$ cat src/rtl/riscv_rf_pkg.sv
// Shared types and helpers for the multi-port RISC-V register file.
// Holds the clear-FSM state type, the x0 address and the write-port priority select.
package riscv_rf_pkg;

    typedef enum logic {
        IDLE,
        SWEEP
    } clr_state_t;

    typedef enum logic [1:0] {
        WSEL_NONE,
        WSEL_P0,
        WSEL_P1
    } wsel_t;

    localparam int unsigned REG_ZERO = 0;

    // Port 1 is the younger writeback, so it wins an address collision.
    function automatic wsel_t write_sel(input logic hit0, input logic hit1);
        if (hit1) return WSEL_P1;
        if (hit0) return WSEL_P0;
        return WSEL_NONE;
    endfunction

endpackage

$ cat src/rtl/riscv_regfile_mp_if.sv
// Bus bundle for riscv_regfile_mp: writeback ports, read ports, scoreboard and clear control.
// master drives requests (decode/writeback side); slave is the register file.
interface riscv_regfile_mp_if #(
    parameter int unsigned XLEN = 32,
    parameter int unsigned NREG = 32,
    parameter int unsigned NRD  = 2
);
    localparam int unsigned AW = $clog2(NREG);

    logic                we0;
    logic [AW-1:0]       waddr0;
    logic [XLEN-1:0]     wdata0;
    logic                we1;
    logic [AW-1:0]       waddr1;
    logic [XLEN-1:0]     wdata1;
    logic [NRD*AW-1:0]   raddr;
    logic [NRD*XLEN-1:0] rdata;
    logic                sb_set;
    logic [AW-1:0]       sb_addr;
    logic [NREG-1:0]     busy_vec;
    logic                clr_req;
    logic                clr_busy;

    modport master (
        output we0, waddr0, wdata0, we1, waddr1, wdata1,
        output raddr, sb_set, sb_addr, clr_req,
        input  rdata, busy_vec, clr_busy
    );

    modport slave (
        input  we0, waddr0, wdata0, we1, waddr1, wdata1,
        input  raddr, sb_set, sb_addr, clr_req,
        output rdata, busy_vec, clr_busy
    );

endinterface

$ cat src/rtl/riscv_rf_scoreboard.sv
// Pending-write scoreboard: one busy bit per register, set at issue, cleared by writeback or sweep.
// A new issue to a register beats any clear of that register in the same cycle.
module riscv_rf_scoreboard #(
    parameter int unsigned NREG = 32,
    parameter int unsigned AW   = $clog2(NREG)
) (
    input  logic            clk,
    input  logic            reset_n,
    input  logic            clr0,
    input  logic [AW-1:0]   clr0_addr,
    input  logic            clr1,
    input  logic [AW-1:0]   clr1_addr,
    input  logic            set,
    input  logic [AW-1:0]   set_addr,
    input  logic            sweep,
    input  logic [AW-1:0]   sweep_addr,
    output logic [NREG-1:0] busy_vec
);

    always_ff @(posedge clk) begin
        if (!reset_n) begin
            busy_vec <= '0;
        end else begin
            busy_vec[0] <= 1'b0;
            for (int unsigned i = 1; i < NREG; i++) begin
                if (set && set_addr == AW'(i))
                    busy_vec[i] <= 1'b1;
                else if ((clr0 && clr0_addr == AW'(i)) ||
                         (clr1 && clr1_addr == AW'(i)) ||
                         (sweep && sweep_addr == AW'(i)))
                    busy_vec[i] <= 1'b0;
            end
        end
    end

endmodule

$ cat src/rtl/riscv_regfile_mp.sv
// Dual-writeback, multi-read RISC-V integer register file with bypass,
// pending-write scoreboard and a one-register-per-cycle context-clear sweep.
module riscv_regfile_mp
    import riscv_rf_pkg::*;
#(
    parameter int unsigned XLEN   = 32,
    parameter int unsigned NREG   = 32,
    parameter int unsigned NRD    = 2,
    parameter int unsigned BYPASS = 1
) (
    input  logic              clk,
    input  logic              reset_n,
    riscv_regfile_mp_if.slave bus
);

    localparam int unsigned   AW     = $clog2(NREG);
    localparam logic [AW-1:0] ZERO_A = AW'(REG_ZERO);
    localparam logic [AW-1:0] ONE_A  = AW'(1);
    localparam logic [AW-1:0] LAST_A = AW'(NREG - 1);

    clr_state_t      state, state_nxt;
    logic [AW-1:0]   idx, idx_nxt;
    logic            sweeping;
    logic            wq0, wq1;
    logic [XLEN-1:0] regs [NREG];
    logic [NREG-1:0] busy;

    assign sweeping     = (state == SWEEP);
    assign bus.clr_busy = sweeping;
    // Writes are dropped during the sweep, which also disables bypass then.
    assign wq0 = bus.we0 && (bus.waddr0 != ZERO_A) && !sweeping;
    assign wq1 = bus.we1 && (bus.waddr1 != ZERO_A) && !sweeping;

    always_ff @(posedge clk) begin
        if (!reset_n) begin
            state <= IDLE;
            idx   <= ONE_A;
        end else begin
            state <= state_nxt;
            idx   <= idx_nxt;
        end
    end

    always_comb begin
        state_nxt = state;
        idx_nxt   = idx;
        case (state)
            IDLE: begin
                if (bus.clr_req) begin
                    state_nxt = SWEEP;
                    idx_nxt   = ONE_A;
                end
            end
            SWEEP: begin
                if (idx == LAST_A) begin
                    state_nxt = IDLE;
                    idx_nxt   = ONE_A;
                end else begin
                    idx_nxt = idx + ONE_A;
                end
            end
            default: begin
                state_nxt = IDLE;
                idx_nxt   = ONE_A;
            end
        endcase
    end

    always_ff @(posedge clk) begin
        if (!reset_n) begin
            for (int unsigned i = 0; i < NREG; i++)
                regs[i] <= '0;
        end else begin
            for (int unsigned i = 1; i < NREG; i++) begin
                if (sweeping && idx == AW'(i)) begin
                    regs[i] <= '0;
                end else begin
                    case (write_sel(wq0 && bus.waddr0 == AW'(i), wq1 && bus.waddr1 == AW'(i)))
                        WSEL_P1: regs[i] <= bus.wdata1;
                        WSEL_P0: regs[i] <= bus.wdata0;
                        default: regs[i] <= regs[i];
                    endcase
                end
            end
        end
    end

    always_comb begin
        logic [AW-1:0]   ra;
        logic [XLEN-1:0] rd;
        ra        = '0;
        rd        = '0;
        bus.rdata = '0;
        for (int unsigned k = 0; k < NRD; k++) begin
            ra = bus.raddr[k*AW +: AW];
            rd = regs[ra];
            if (BYPASS != 0) begin
                case (write_sel(wq0 && bus.waddr0 == ra, wq1 && bus.waddr1 == ra))
                    WSEL_P1: rd = bus.wdata1;
                    WSEL_P0: rd = bus.wdata0;
                    default: rd = regs[ra];
                endcase
            end
            if (ra == ZERO_A)
                rd = '0;
            bus.rdata[k*XLEN +: XLEN] = rd;
        end
    end

    riscv_rf_scoreboard #(
        .NREG (NREG),
        .AW   (AW)
    ) u_scoreboard (
        .clk        (clk),
        .reset_n    (reset_n),
        .clr0       (wq0),
        .clr0_addr  (bus.waddr0),
        .clr1       (wq1),
        .clr1_addr  (bus.waddr1),
        .set        (bus.sb_set && bus.sb_addr != ZERO_A),
        .set_addr   (bus.sb_addr),
        .sweep      (sweeping),
        .sweep_addr (idx),
        .busy_vec   (busy)
    );

    assign bus.busy_vec = busy;

endmodule

$ cat src/flat_wrapper.sv
// flat-port wrapper written by rule: the top's interface ports become plain ports
module riscv_regfile_mp_flat import riscv_rf_pkg::*;
#(
    parameter int unsigned XLEN   = 32,
    parameter int unsigned NREG   = 32,
    parameter int unsigned NRD    = 2,
    parameter int unsigned BYPASS = 1
)
  (clk, reset_n, bus_we0, bus_waddr0, bus_wdata0, bus_we1, bus_waddr1, bus_wdata1, bus_raddr, bus_sb_set, bus_sb_addr, bus_clr_req, bus_rdata, bus_busy_vec, bus_clr_busy);
  riscv_regfile_mp_if #(.XLEN(XLEN), .NREG(NREG), .NRD(NRD)) bus_i ();
  input  logic clk;
  input  logic reset_n;
  input wire logic [$bits(bus_i.we0)-1:0] bus_we0;
  input wire logic [$bits(bus_i.waddr0)-1:0] bus_waddr0;
  input wire logic [$bits(bus_i.wdata0)-1:0] bus_wdata0;
  input wire logic [$bits(bus_i.we1)-1:0] bus_we1;
  input wire logic [$bits(bus_i.waddr1)-1:0] bus_waddr1;
  input wire logic [$bits(bus_i.wdata1)-1:0] bus_wdata1;
  input wire logic [$bits(bus_i.raddr)-1:0] bus_raddr;
  input wire logic [$bits(bus_i.sb_set)-1:0] bus_sb_set;
  input wire logic [$bits(bus_i.sb_addr)-1:0] bus_sb_addr;
  input wire logic [$bits(bus_i.clr_req)-1:0] bus_clr_req;
  output wire logic [$bits(bus_i.rdata)-1:0] bus_rdata;
  output wire logic [$bits(bus_i.busy_vec)-1:0] bus_busy_vec;
  output wire logic [$bits(bus_i.clr_busy)-1:0] bus_clr_busy;
  assign bus_i.we0 = bus_we0;
  assign bus_i.waddr0 = bus_waddr0;
  assign bus_i.wdata0 = bus_wdata0;
  assign bus_i.we1 = bus_we1;
  assign bus_i.waddr1 = bus_waddr1;
  assign bus_i.wdata1 = bus_wdata1;
  assign bus_i.raddr = bus_raddr;
  assign bus_i.sb_set = bus_sb_set;
  assign bus_i.sb_addr = bus_sb_addr;
  assign bus_i.clr_req = bus_clr_req;
  assign bus_rdata = bus_i.rdata;
  assign bus_busy_vec = bus_i.busy_vec;
  assign bus_clr_busy = bus_i.clr_busy;
  riscv_regfile_mp #(.XLEN(XLEN), .NREG(NREG), .NRD(NRD), .BYPASS(BYPASS)) u_core (.clk(clk), .reset_n(reset_n), .bus(bus_i));
endmodule
$ cat config.mk
export PLATFORM = sky130hd
export DESIGN_NAME = riscv_regfile_mp_flat
export DESIGN_NICKNAME = d
export VERILOG_FILES = /design/src/rtl/riscv_rf_pkg.sv /design/src/rtl/riscv_regfile_mp_if.sv /design/src/rtl/riscv_rf_scoreboard.sv /design/src/rtl/riscv_regfile_mp.sv /design/src/flat_wrapper.sv
export SDC_FILE = /design/constraint.sdc
export NUM_CORES = 2
export LEC_CHECK = 0
export CORE_ASPECT_RATIO = 0.9
export CORE_MARGIN = 8
export CORE_UTILIZATION = 33
export DETAILED_ROUTE_END_ITERATION = 8
export PLACE_DENSITY_LB_ADDON = 0.25
export SLEW_MARGIN = 20
export SYNTH_ARGS = -nofsm -noshare
export SYNTH_HDL_FRONTEND = slang
export SYNTH_HIERARCHICAL = 1
export SYNTH_SLANG_ARGS = --single-unit
$ cat constraint.sdc
create_clock -name clk -period 3.9 [get_ports clk]
set_clock_uncertainty 0.2 [all_clocks]
set_input_delay 0.585 -clock clk [delete_from_list [all_inputs] [get_ports clk]]
set_output_delay 0.585 -clock clk [all_outputs]
set_load 0.1 [all_outputs]
==> impl_metrics.tcl <==
set metrics [dict create \
    dieArea_um2 204000 \
    synth_cells 5150 \
    crit_path_start_kind "input pin" \
    ctsHtreeMaxLevel 3 \
    max_freq_ghz 0.256 \
    finalSetupViolCount 1 \
    crit_start "bus_raddr[0]" \
    worst_ir_drop_vdd_v 0.000436 \
    end_kind "output port" \
    totalWireLength_um 307000 \
    holdBufCountCts 0 \
    antenna_found_initial 11 \
    synth-seq-area-share 0.487 \
    leakage_nw 25.9 \
    drt-pass1-iter-count 6 \
    io_pins 192 \
    ys.flop_type "edfxtp_1" \
    numCtsBuffers 116 \
    slew_violations 0 \
    post-route-period-util 1.00 \
    worstMarginPinSlew_ns 1.26 \
    stdcell_count 7820 \
    cp.required_ns 3.12 \
    fin_tns_setup_ns -0.00336 \
    dp_cells 7586 \
    die_x_um 475 \
    coreArea_um2 188000 \
    ant_nets 0 \
    clock_sinks 1029 \
    wl_per_cell_um 39.2 \
    avgSynthCellArea_um2 12.2 \
    track_usage 0.287 \
    met1_usage 0.368 \
    clkSlewWorstSetupHoldPaths_ns 0.07 \
    gr-max-usage-layer "met2" \
    finalPower_mw 29.2 \
    synth_cell_types 80 \
    grt_max_degree 188 \
    rsz0062_at_grt "true" \
    gp_congestion 0.923 \
    grt_util_met3 0.0899 \
    power_density_nw_per_um2 387 \
    critical_path.top_delay_family "compound AO/OA/AOI/OAI gates" \
    violations "setup timing" \
    synth_top_area_cell "edfxtp_1" \
    io_buffer_count 190 \
    hpwlAfterDp_um 185000 \
    grt-ovfl-total 0 \
    routed-via-count 53600 \
    slew_headroom 0.159 \
    rows 151 \
    max_stage_delay_ns 0.74 \
    drc 0 \
    postPlaceCellArea_um2 71800 \
    rrSetupSlack_ns 0.69 \
    clk_path_buf_depth 3 \
    grt_pass1_vias 52100 \
    drtIter0Drc 9189 \
    timing_hold_violations_final 0 \
    clock-root-buffer "clkbuf_16" \
    synth-edff-count 992 \
    max_cap_viol_count 0 \
    period_minus_slack_ns 3.90 \
    synth_seq_cells 1029 \
    synthTopCellsByArea "edfxtp_1 (48%), mux4_2 (13%), a22o_1 (8.1%)" \
    hold_start "reset_n" \
    path_buf_inv 4 \
    layout-area-overhead-vs-synth_pct 20.7 \
    cts_tree "yes" \
    design_area_um2 75600 \
    status "finished, violations left" \
    setup_ws_ns -0.00336 \
    crit_arrival_ns 3.12 \
    syn-cell-area_um2 62700 \
    die_h_um 429 \
    r2r_start "u_core/idx[0]$_SDFFE_PN1P_" \
    grt_pass1_wl_um 417000 \
    via_per_inst 6.85 \
    whs_ns 0.263 \
    crit_type "input pin to output port" \
    crit_path_cell_trace "buf_8, buf_12, nor2_1, a32o_1, a211oi_1, a211oi_1, buf_4, nor2_1, o31ai_4, buf_12" \
    yosysWarningCount 6 \
    crit_fanout 17 \
    insertion_delay_ns 0.75 \
    met2_usage 0.426 \
    synth_async_sr_flop_share 0 \
    yosysTopAreaCellShare 0.475 \
    crit_slowest_cell "nor2_1" \
    synth_nets 5251 \
    drive_above_1_share 0.258 \
    start_util 0.333 \
    n_fill_cell 17500 \
    hp-class "input pin to flip-flop" \
    layout.nets 5287 \
]
==> Yosys cell counts (all sizes together) (32+ instances only) <==
master / count
o211ai: 43
a21oi: 114
mux4: 374
mux2: 69
a22oi: 521
o21ai: 80
o22ai: 122
a22o: 579
clkbuf: 540
nand2: 269
nor2: 425
edfxtp: 992
nand3: 152
dfxtp: 37
mux2i: 190
o2bb2ai: 32
nor2b: 59
buf: 232
==> worst reg2reg max path: cells and delay by family, from the launching register on <==
kind / cells / cell delay, ns
adders and majority gates: 1 / 0.27
DFF: 1 / 0.63
buffers and inverters: 2 / 0.47
and+or+nand+nor: 2 / 0.79
AOI/OAI and AO/OA: 3 / 0.72
==> logic make-up after synthesis <==
family,Yosys count,synth area share
DFF,1029,0.487
other,1,0.0000599
AOI/OAI and AO/OA,1619,0.200
xor gates and xnor gates,21,0.00294
buffers and inverters,783,0.0544
adders and majority gates,6,0.00120
and+or+nand+nor,1058,0.0773
muxes,633,0.177
==> timing repair <==
item                       CTS  global route
pin swaps                    9             6
gates cloned                 1             0
setup endpoints to repair   55            29
setup buffers                3             2
gates resized for setup     16            11
==> final cells by class <==
class	instances	area, µm²	share of cell area
inverters	11	48.8	0.000645
repair buffers	690	8380	0.111
well taps	2524	3160	0.0418
diodes	11	27.5	0.000364
flip-flops and latches	1029	30500	0.404
clock buffers	146	3040	0.0402
multi-input cells	3338	29900	0.395
clock inverters	71	578	0.00764
==> power by group <==
part	internal [mW]	total (mW)	switching, mW
Combinational	2.00	5.61	3.61
Clock	5.96	10.8	4.88
Sequential	12.6	12.8	0.239
Total	20.5	29.2	8.73
==> sequential cells by signal, indices dropped and copies added (netlist names) <==
name	flops
u_core/idx	5
u_core/regs	992
u_core/u_scoreboard/busy_vec	31
u_core/bus.clr_busy	1
==> per-layer routing <==
metal  wire, µm  part of all wire  vias up
met3      40500              0.13     1010
met5         10          0.000033        -
li1           -                 -    20800
met2     133000              0.43     4578
met1     112000              0.36    27200
met4      21600             0.070        2
==> layout by cell type, fill, tap and decap left out, types with 36 or more instances in the layout <==
cell / instances
o211ai_1: 40
o22ai_1: 118
dfxtp_1: 36
buf_4: 336
buf_12: 227
clkbuf_16: 117
o21ai_0: 43
mux2_2: 69
clkdlybuf4s50_1: 112
mux4_2: 374
nand3_1: 147
edfxtp_1: 992
a22oi_1: 521
nor2_1: 396
nand2_1: 265
mux2i_1: 190
a21oi_1: 113
nor2b_1: 53
a22o_1: 579
==> metrics by stage <==
stage / setup slack, ns / utilization
after floorplan: 0.0182 / -
after global placement: -0.293 / 0.381
after detailed placement: -0.247 / 0.381
after CTS: 0.0129 / 0.401
after global routing: -0.0440 / 0.401
final: -0.00336 / 0.401
==> path summary, 6_finish.rpt <==
kind / end / depth (start not counted)
max: bus_rdata[26] / 10
min: u_core/idx[1]$_SDFFE_PN0P_ / 4
max reg2reg: u_core/regs[28][18]$_SDFFCE_PN0P_ / 8
min reg2reg: u_core/u_scoreboard/busy_vec[2]$_SDFFE_PN0P_ / 2
(Power assumes the default switching activity.)
